[src/rtl/beinmotion_qsys_cpu_oci_pkg.sv]
// Shared widths, atom codes and packer state encoding for the CPU OCI
// direct-compressed-trace path.
`default_nettype none

package beinmotion_qsys_cpu_oci_pkg;

  localparam int ATOM_W = 2;
  localparam int ATOMS  = 15;
  localparam int BUF_W  = ATOM_W * ATOMS;
  localparam int CNT_W  = 4;

  localparam logic [ATOM_W-1:0] ATOM_NULL = 2'b00;
  localparam logic [ATOM_W-1:0] ATOM_01   = 2'b01;
  localparam logic [ATOM_W-1:0] ATOM_10   = 2'b10;
  localparam logic [ATOM_W-1:0] ATOM_11   = 2'b11;

  typedef enum logic [1:0] {
    DCT_EMPTY = 2'd0,
    DCT_FILL  = 2'd1,
    DCT_FULL  = 2'd2
  } dct_state_e;

endpackage

`default_nettype wire

[src/rtl/beinmotion_qsys_cpu_oci_dct_frame_reg.sv]
// Single-entry valid/ready holding register for one DCT frame.
`default_nettype none

module beinmotion_qsys_cpu_oci_dct_frame_reg
  import beinmotion_qsys_cpu_oci_pkg::*;
(
  input  logic             clk,
  input  logic             reset,
  input  logic             load_i,
  input  logic [BUF_W-1:0] data_i,
  input  logic [CNT_W-1:0] count_i,
  input  logic             ready_i,
  output logic             valid_o,
  output logic [BUF_W-1:0] data_o,
  output logic [CNT_W-1:0] count_o
);

  logic             valid_q;
  logic [BUF_W-1:0] data_q;
  logic [CNT_W-1:0] count_q;

  // A load in the accept cycle replaces the frame back-to-back; payload
  // changes only on load, so it stays stable while stalled.
  always_ff @(posedge clk or posedge reset) begin
    if (reset) begin
      valid_q <= 1'b0;
      data_q  <= '0;
      count_q <= '0;
    end else if (load_i) begin
      valid_q <= 1'b1;
      data_q  <= data_i;
      count_q <= count_i;
    end else if (valid_q && ready_i) begin
      valid_q <= 1'b0;
    end
  end

  assign valid_o = valid_q;
  assign data_o  = data_q;
  assign count_o = count_q;

endmodule

`default_nettype wire

[src/rtl/beinmotion_qsys_cpu_oci_dct_packer.sv]
// Packs 2-bit trace atoms into a 15-atom DCT buffer and hands completed or
// flushed buffers to the trace store through a one-entry frame register.
`default_nettype none

module beinmotion_qsys_cpu_oci_dct_packer
  import beinmotion_qsys_cpu_oci_pkg::*;
(
  input  logic              clk,
  input  logic              reset,
  input  logic              trace_enable,
  input  logic              atom_valid,
  input  logic [ATOM_W-1:0] atom_code,
  input  logic              flush,
  output logic [BUF_W-1:0]  dct_buffer,
  output logic [CNT_W-1:0]  dct_count,
  output logic              frm_valid,
  output logic [BUF_W-1:0]  frm_data,
  output logic [CNT_W-1:0]  frm_count,
  input  logic              frm_ready,
  output logic              overflow,
  input  logic              overflow_clr
);

  dct_state_e       state_q, state_d;
  logic [BUF_W-1:0] buf_q, buf_d;
  logic [CNT_W-1:0] cnt_q, cnt_d;
  logic             pend_q, pend_d;
  logic             ovf_q, ovf_d;

  logic acc;
  logic slot_free;
  logic xfer;

  assign acc       = atom_valid & trace_enable & (atom_code != ATOM_NULL);
  assign slot_free = ~frm_valid | frm_ready;
  assign xfer      = slot_free & ((state_q == DCT_FULL) |
                                  (pend_q & (state_q != DCT_EMPTY)));

  always_ff @(posedge clk or posedge reset) begin
    if (reset) begin
      state_q <= DCT_EMPTY;
      buf_q   <= '0;
      cnt_q   <= '0;
      pend_q  <= 1'b0;
      ovf_q   <= 1'b0;
    end else begin
      state_q <= state_d;
      buf_q   <= buf_d;
      cnt_q   <= cnt_d;
      pend_q  <= pend_d;
      ovf_q   <= ovf_d;
    end
  end

  always_comb begin
    state_d = state_q;
    buf_d   = buf_q;
    cnt_d   = cnt_q;
    ovf_d   = ovf_q & ~overflow_clr;
    if (xfer) begin
      if (acc) begin
        buf_d   = {{(BUF_W-ATOM_W){1'b0}}, atom_code};
        cnt_d   = CNT_W'(1);
        state_d = DCT_FILL;
      end else begin
        buf_d   = '0;
        cnt_d   = '0;
        state_d = DCT_EMPTY;
      end
    end else if (acc) begin
      if (state_q == DCT_FULL) begin
        ovf_d = 1'b1;
      end else begin
        buf_d   = {buf_q[BUF_W-ATOM_W-1:0], atom_code};
        cnt_d   = cnt_q + CNT_W'(1);
        state_d = (cnt_q == CNT_W'(ATOMS-1)) ? DCT_FULL : DCT_FILL;
      end
    end
    // A pending flush is meaningless once the buffer is empty, so it is
    // dropped rather than left waiting for a future atom.
    pend_d = (flush | (pend_q & ~xfer)) & (cnt_d != '0);
  end

  beinmotion_qsys_cpu_oci_dct_frame_reg u_frame_reg (
    .clk     (clk),
    .reset   (reset),
    .load_i  (xfer),
    .data_i  (buf_q),
    .count_i (cnt_q),
    .ready_i (frm_ready),
    .valid_o (frm_valid),
    .data_o  (frm_data),
    .count_o (frm_count)
  );

  assign dct_buffer = buf_q;
  assign dct_count  = cnt_q;
  assign overflow   = ovf_q;

endmodule

`default_nettype wire

[config.mk]
export PLATFORM = sky130hd
export DESIGN_NAME = beinmotion_qsys_cpu_oci_dct_packer
export DESIGN_NICKNAME = d
export VERILOG_FILES = /design/src/rtl/beinmotion_qsys_cpu_oci_pkg.sv /design/src/rtl/beinmotion_qsys_cpu_oci_dct_frame_reg.sv /design/src/rtl/beinmotion_qsys_cpu_oci_dct_packer.sv
export SDC_FILE = /design/constraint.sdc
export NUM_CORES = 1
export LEC_CHECK = 0
export BUFFER_PORTS_ARGS = -buffer_cell sky130_fd_sc_hd__buf_2
export CAP_MARGIN = 20
export CORE_UTILIZATION = 53
export DETAILED_ROUTE_END_ITERATION = 7
export HOLD_SLACK_MARGIN = 0.12
export PLACE_DENSITY = 0.8
export SYNTH_ARGS = -nofsm -noshare
export SYNTH_HDL_FRONTEND = slang
export SYNTH_HIERARCHICAL = 1
export SYNTH_SLANG_ARGS = --single-unit
[constraint.sdc]
create_clock -name clk -period 2.7 [get_ports clk]
set_clock_uncertainty 0.15 [all_clocks]
set_input_delay 0 -clock clk [delete_from_list [all_inputs] [get_ports clk]]
set_output_delay 0 -clock clk [all_outputs]
set_load 0.005 [all_outputs]
==> impl_metrics.ini <==
[status]
outcome = finished clean

[route]
drt_pass1_iterations = 4
viasPerCell = 5.24
drtIter0Drc = 116
num_vias = 2242
ant_nets = 0
drc = 0
wl_per_cell_um = 14.6
drt-total-wl_mm = 6.23

[worst_hold_path]
hp-class = input pin to async pin

[power_and_ir_drop]
p_leak_nw = 2.07
switchingPower_mw = 1.04
intPower_mw = 2.08
power_frac_comb_pct = 33.7
p_per_area_nw_per_um2 = 806
irDropWorstVdd_mv = 0.658
swShare_pct = 33.4
p_clk_share_pct = 22.7
seq_power_share_pct = 43.5

[timing]
rsz0062_at_grt = false
setup_slack_ps = 291
timing.hold.ws_ps = 191
post-route-period-util_pct = 89.2
fmax_mhz = 415
drv_slew = 0
worstMarginPinSlew_ps = 561
tns_ps = 0
hold_violations = 0
setup_viol = 0
period_minus_slack_ps = 2410
slew_headroom_pct = 62.5

[global_routing]
grt_max_degree = 39
grt_pass1_vias = 2137
grt_pass1_wl_mm = 10.4
globalRouteTotalUtil_pct = 22.0
grt_antenna_before_repair = 0
grt.overflow.total = 0

[layout]
insertedDiodeCount = 0
area_growth_pct = 22.7
fin_area_um2 = 3880
fin_nets = 363
layout_commonest_cell = buf_2
layout_common_cells = buf_2, dfrtp_1, nand2_1
drive_gt1_share_pct = 40.2
n_fill_cell = 414

[die]
boundaryPins = 79
dieArea_um2 = 6280
dieWidth_um = 79.3
die_h_um = 79.3
start_util_pct = 56.1
core-area_um2 = 5640
rows = 27

[worst_setup_path]
r2r-end = pend_q
crit_fanout = 24
end_kind = register
rr_worst_depth = 6
cp_data_arrival_time_ps = 2480
crit_end = pend_q
worstPathRequired_ps = 2770
cp-startpoint = state_q[0]
reg2reg_slack_ps = 290
critPathKind = register to register
r2r-start = state_q[0]
critPathLaunchType = register

[flow_run]
max-cap-violations = 0

[placed_design]
portBuffers = 78
dpl_worst_slack_ps = 628
dp_hpwl_mm = 4.10
gp_congestion = 0.895
place_area_um2 = 3590

[logic_synthesis]
synth_cell_types = 33
syn_avg_cell_area_um2 = 12.4
synth_nets = 266
ys_seq_elements = 73
synthAdderAreaFrac_pct = 0.791
synth_simple_gate_area_share_pct = 10.0
synth_compound_area_share_pct = 9.37
synth_top_family_by_area = multiplexers
synthMuxAreaShare_pct = 17.0
netlist_area_um2 = 3160
yosys_warnings = 6
syn_inst = 255
yosys.area_share.xor_xnor_pct = 0
yosysSeqAreaShare_pct = 57.7

[cts]
h-tree-depth = 3
clkTransAtPathRegs_ps = 70
numCtsBuffers = 9
cts_root_buffer = clkbuf_8
clk_path_buf_depth = 2
cts_tree = done
cts_sinks = 73
cts_setup_buffers = 0
clk_latency_ps = 330
registers in the layout (all words and copies together) (netlist names):
register	count
dct_buffer	30
dct_count	4
overflow	1
pend_q	1
state_q	2
u_frame_reg/count_o	4
u_frame_reg/data_o	30
u_frame_reg/valid_o	1
critical path, stage by stage, from the launching register on:
cell and delay (ps):
dfrtp_1 420, mux2_4 340, nand2_4 110, inv_2 220, o31ai_2 370, a31oi_1 120, dlygate4sd3_1 560
how the worst min path moves through the flow:
stage,to,slack [ps],cells past startpoint
after floorplan,overflow,-40,1
after global placement,u_frame_reg/data_o[17],-10,3
after detailed placement,u_frame_reg/data_o[29],3,3
after CTS,u_frame_reg/data_o[29],180,4
after global routing,u_frame_reg/data_o[18],250,4
final,u_frame_reg/data_o[19],190,4
final cells by class:
cell class              count  area, µm²  area share (%)
flip-flops and latches     73       1830            47.1
clock inverters             4       20.0           0.516
repair buffers             99        593            15.3
inverters                   9       33.8           0.870
clock buffers              11        141            3.64
well taps                  72       90.1            2.32
multi-input cells         160       1180            30.3
metrics by stage:
step	instances	utilization, %	total power, mW
2_1_floorplan	255	-	2.20
3_3_place_gp	400	63.6	2.35
3_5_place_dp	400	63.6	2.37
4_1_cts	428	68.8	3.14
5_1_grt	428	68.8	3.31
6_report	428	68.8	3.13
cell usage after synthesis:
| cell type | count | area, µm² |
|---|---|---|
| a21o_1 | 1 | 7.51 |
| o211ai_2 | 1 | 12.5 |
| nand3_1 | 3 | 15.0 |
| buf_2 | 6 | 30.0 |
| ha_1 | 2 | 25.0 |
| nand2b_1 | 2 | 12.5 |
| inv_2 | 1 | 3.75 |
| o21a_1 | 2 | 15.0 |
| mux2i_1 | 3 | 30.0 |
| buf_12 | 3 | 60.1 |
| a21boi_0 | 2 | 15.0 |
| o2bb2ai_1 | 2 | 17.5 |
| nor2b_1 | 1 | 6.26 |
| nand3b_1 | 1 | 7.51 |
| o32ai_1 | 1 | 8.76 |
| mux2_2 | 5 | 56.3 |
| nor3_1 | 4 | 20.0 |
| a21oi_1 | 31 | 155 |
| a31oi_1 | 3 | 18.8 |
| mux2_4 | 30 | 450 |
| nand2_4 | 1 | 11.3 |
| inv_1 | 8 | 30.0 |
| dfrtp_1 | 73 | 1830 |
| nor2_2 | 1 | 6.26 |
| buf_4 | 2 | 15.0 |
| buf_6 | 2 | 22.5 |
| o41ai_2 | 1 | 16.3 |
| nor2_1 | 1 | 3.75 |
| o211a_4 | 1 | 17.5 |
| o31ai_2 | 1 | 12.5 |
| nand2_1 | 58 | 218 |
| and3_1 | 1 | 6.26 |
| and4_4 | 1 | 11.3 |
power groups by stage:
| stage | logic, mW | registers [mW] | clock network (mW) |
|---|---|---|---|
| floorplan | 0.843 | 1.36 | 0 |
| global placement | 0.978 | 1.37 | 0 |
| detailed placement | 1.00 | 1.37 | 0 |
| CTS | 1.05 | 1.36 | 0.734 |
| global route | 1.16 | 1.38 | 0.774 |
| finish | 1.06 | 1.36 | 0.711 |
metal layers:
metal | share of wire [%] | track usage (%)
met4 | 0.98 | 8.18
met5 | 0 | 0
met2 | 47 | 32.8
met1 | 46 | 31.1
met3 | 5.1 | 5.29
cell families after synthesis:
group | count (synthesis)
buffers and inverters | 22
DFF | 73
muxes | 38
and+or+nand+nor | 74
AOI/OAI and AO/OA | 46
adders and majority gates | 2
what timing repair did:
| item | 4_1_cts | 5_1_grt |
|---|---|---|
| endpoints found under the hold margin | 84 | 0 |
| hold buffers | 13 | 0 |
| resized for setup | 0 | 0 |
(Power assumes the default switching activity.)
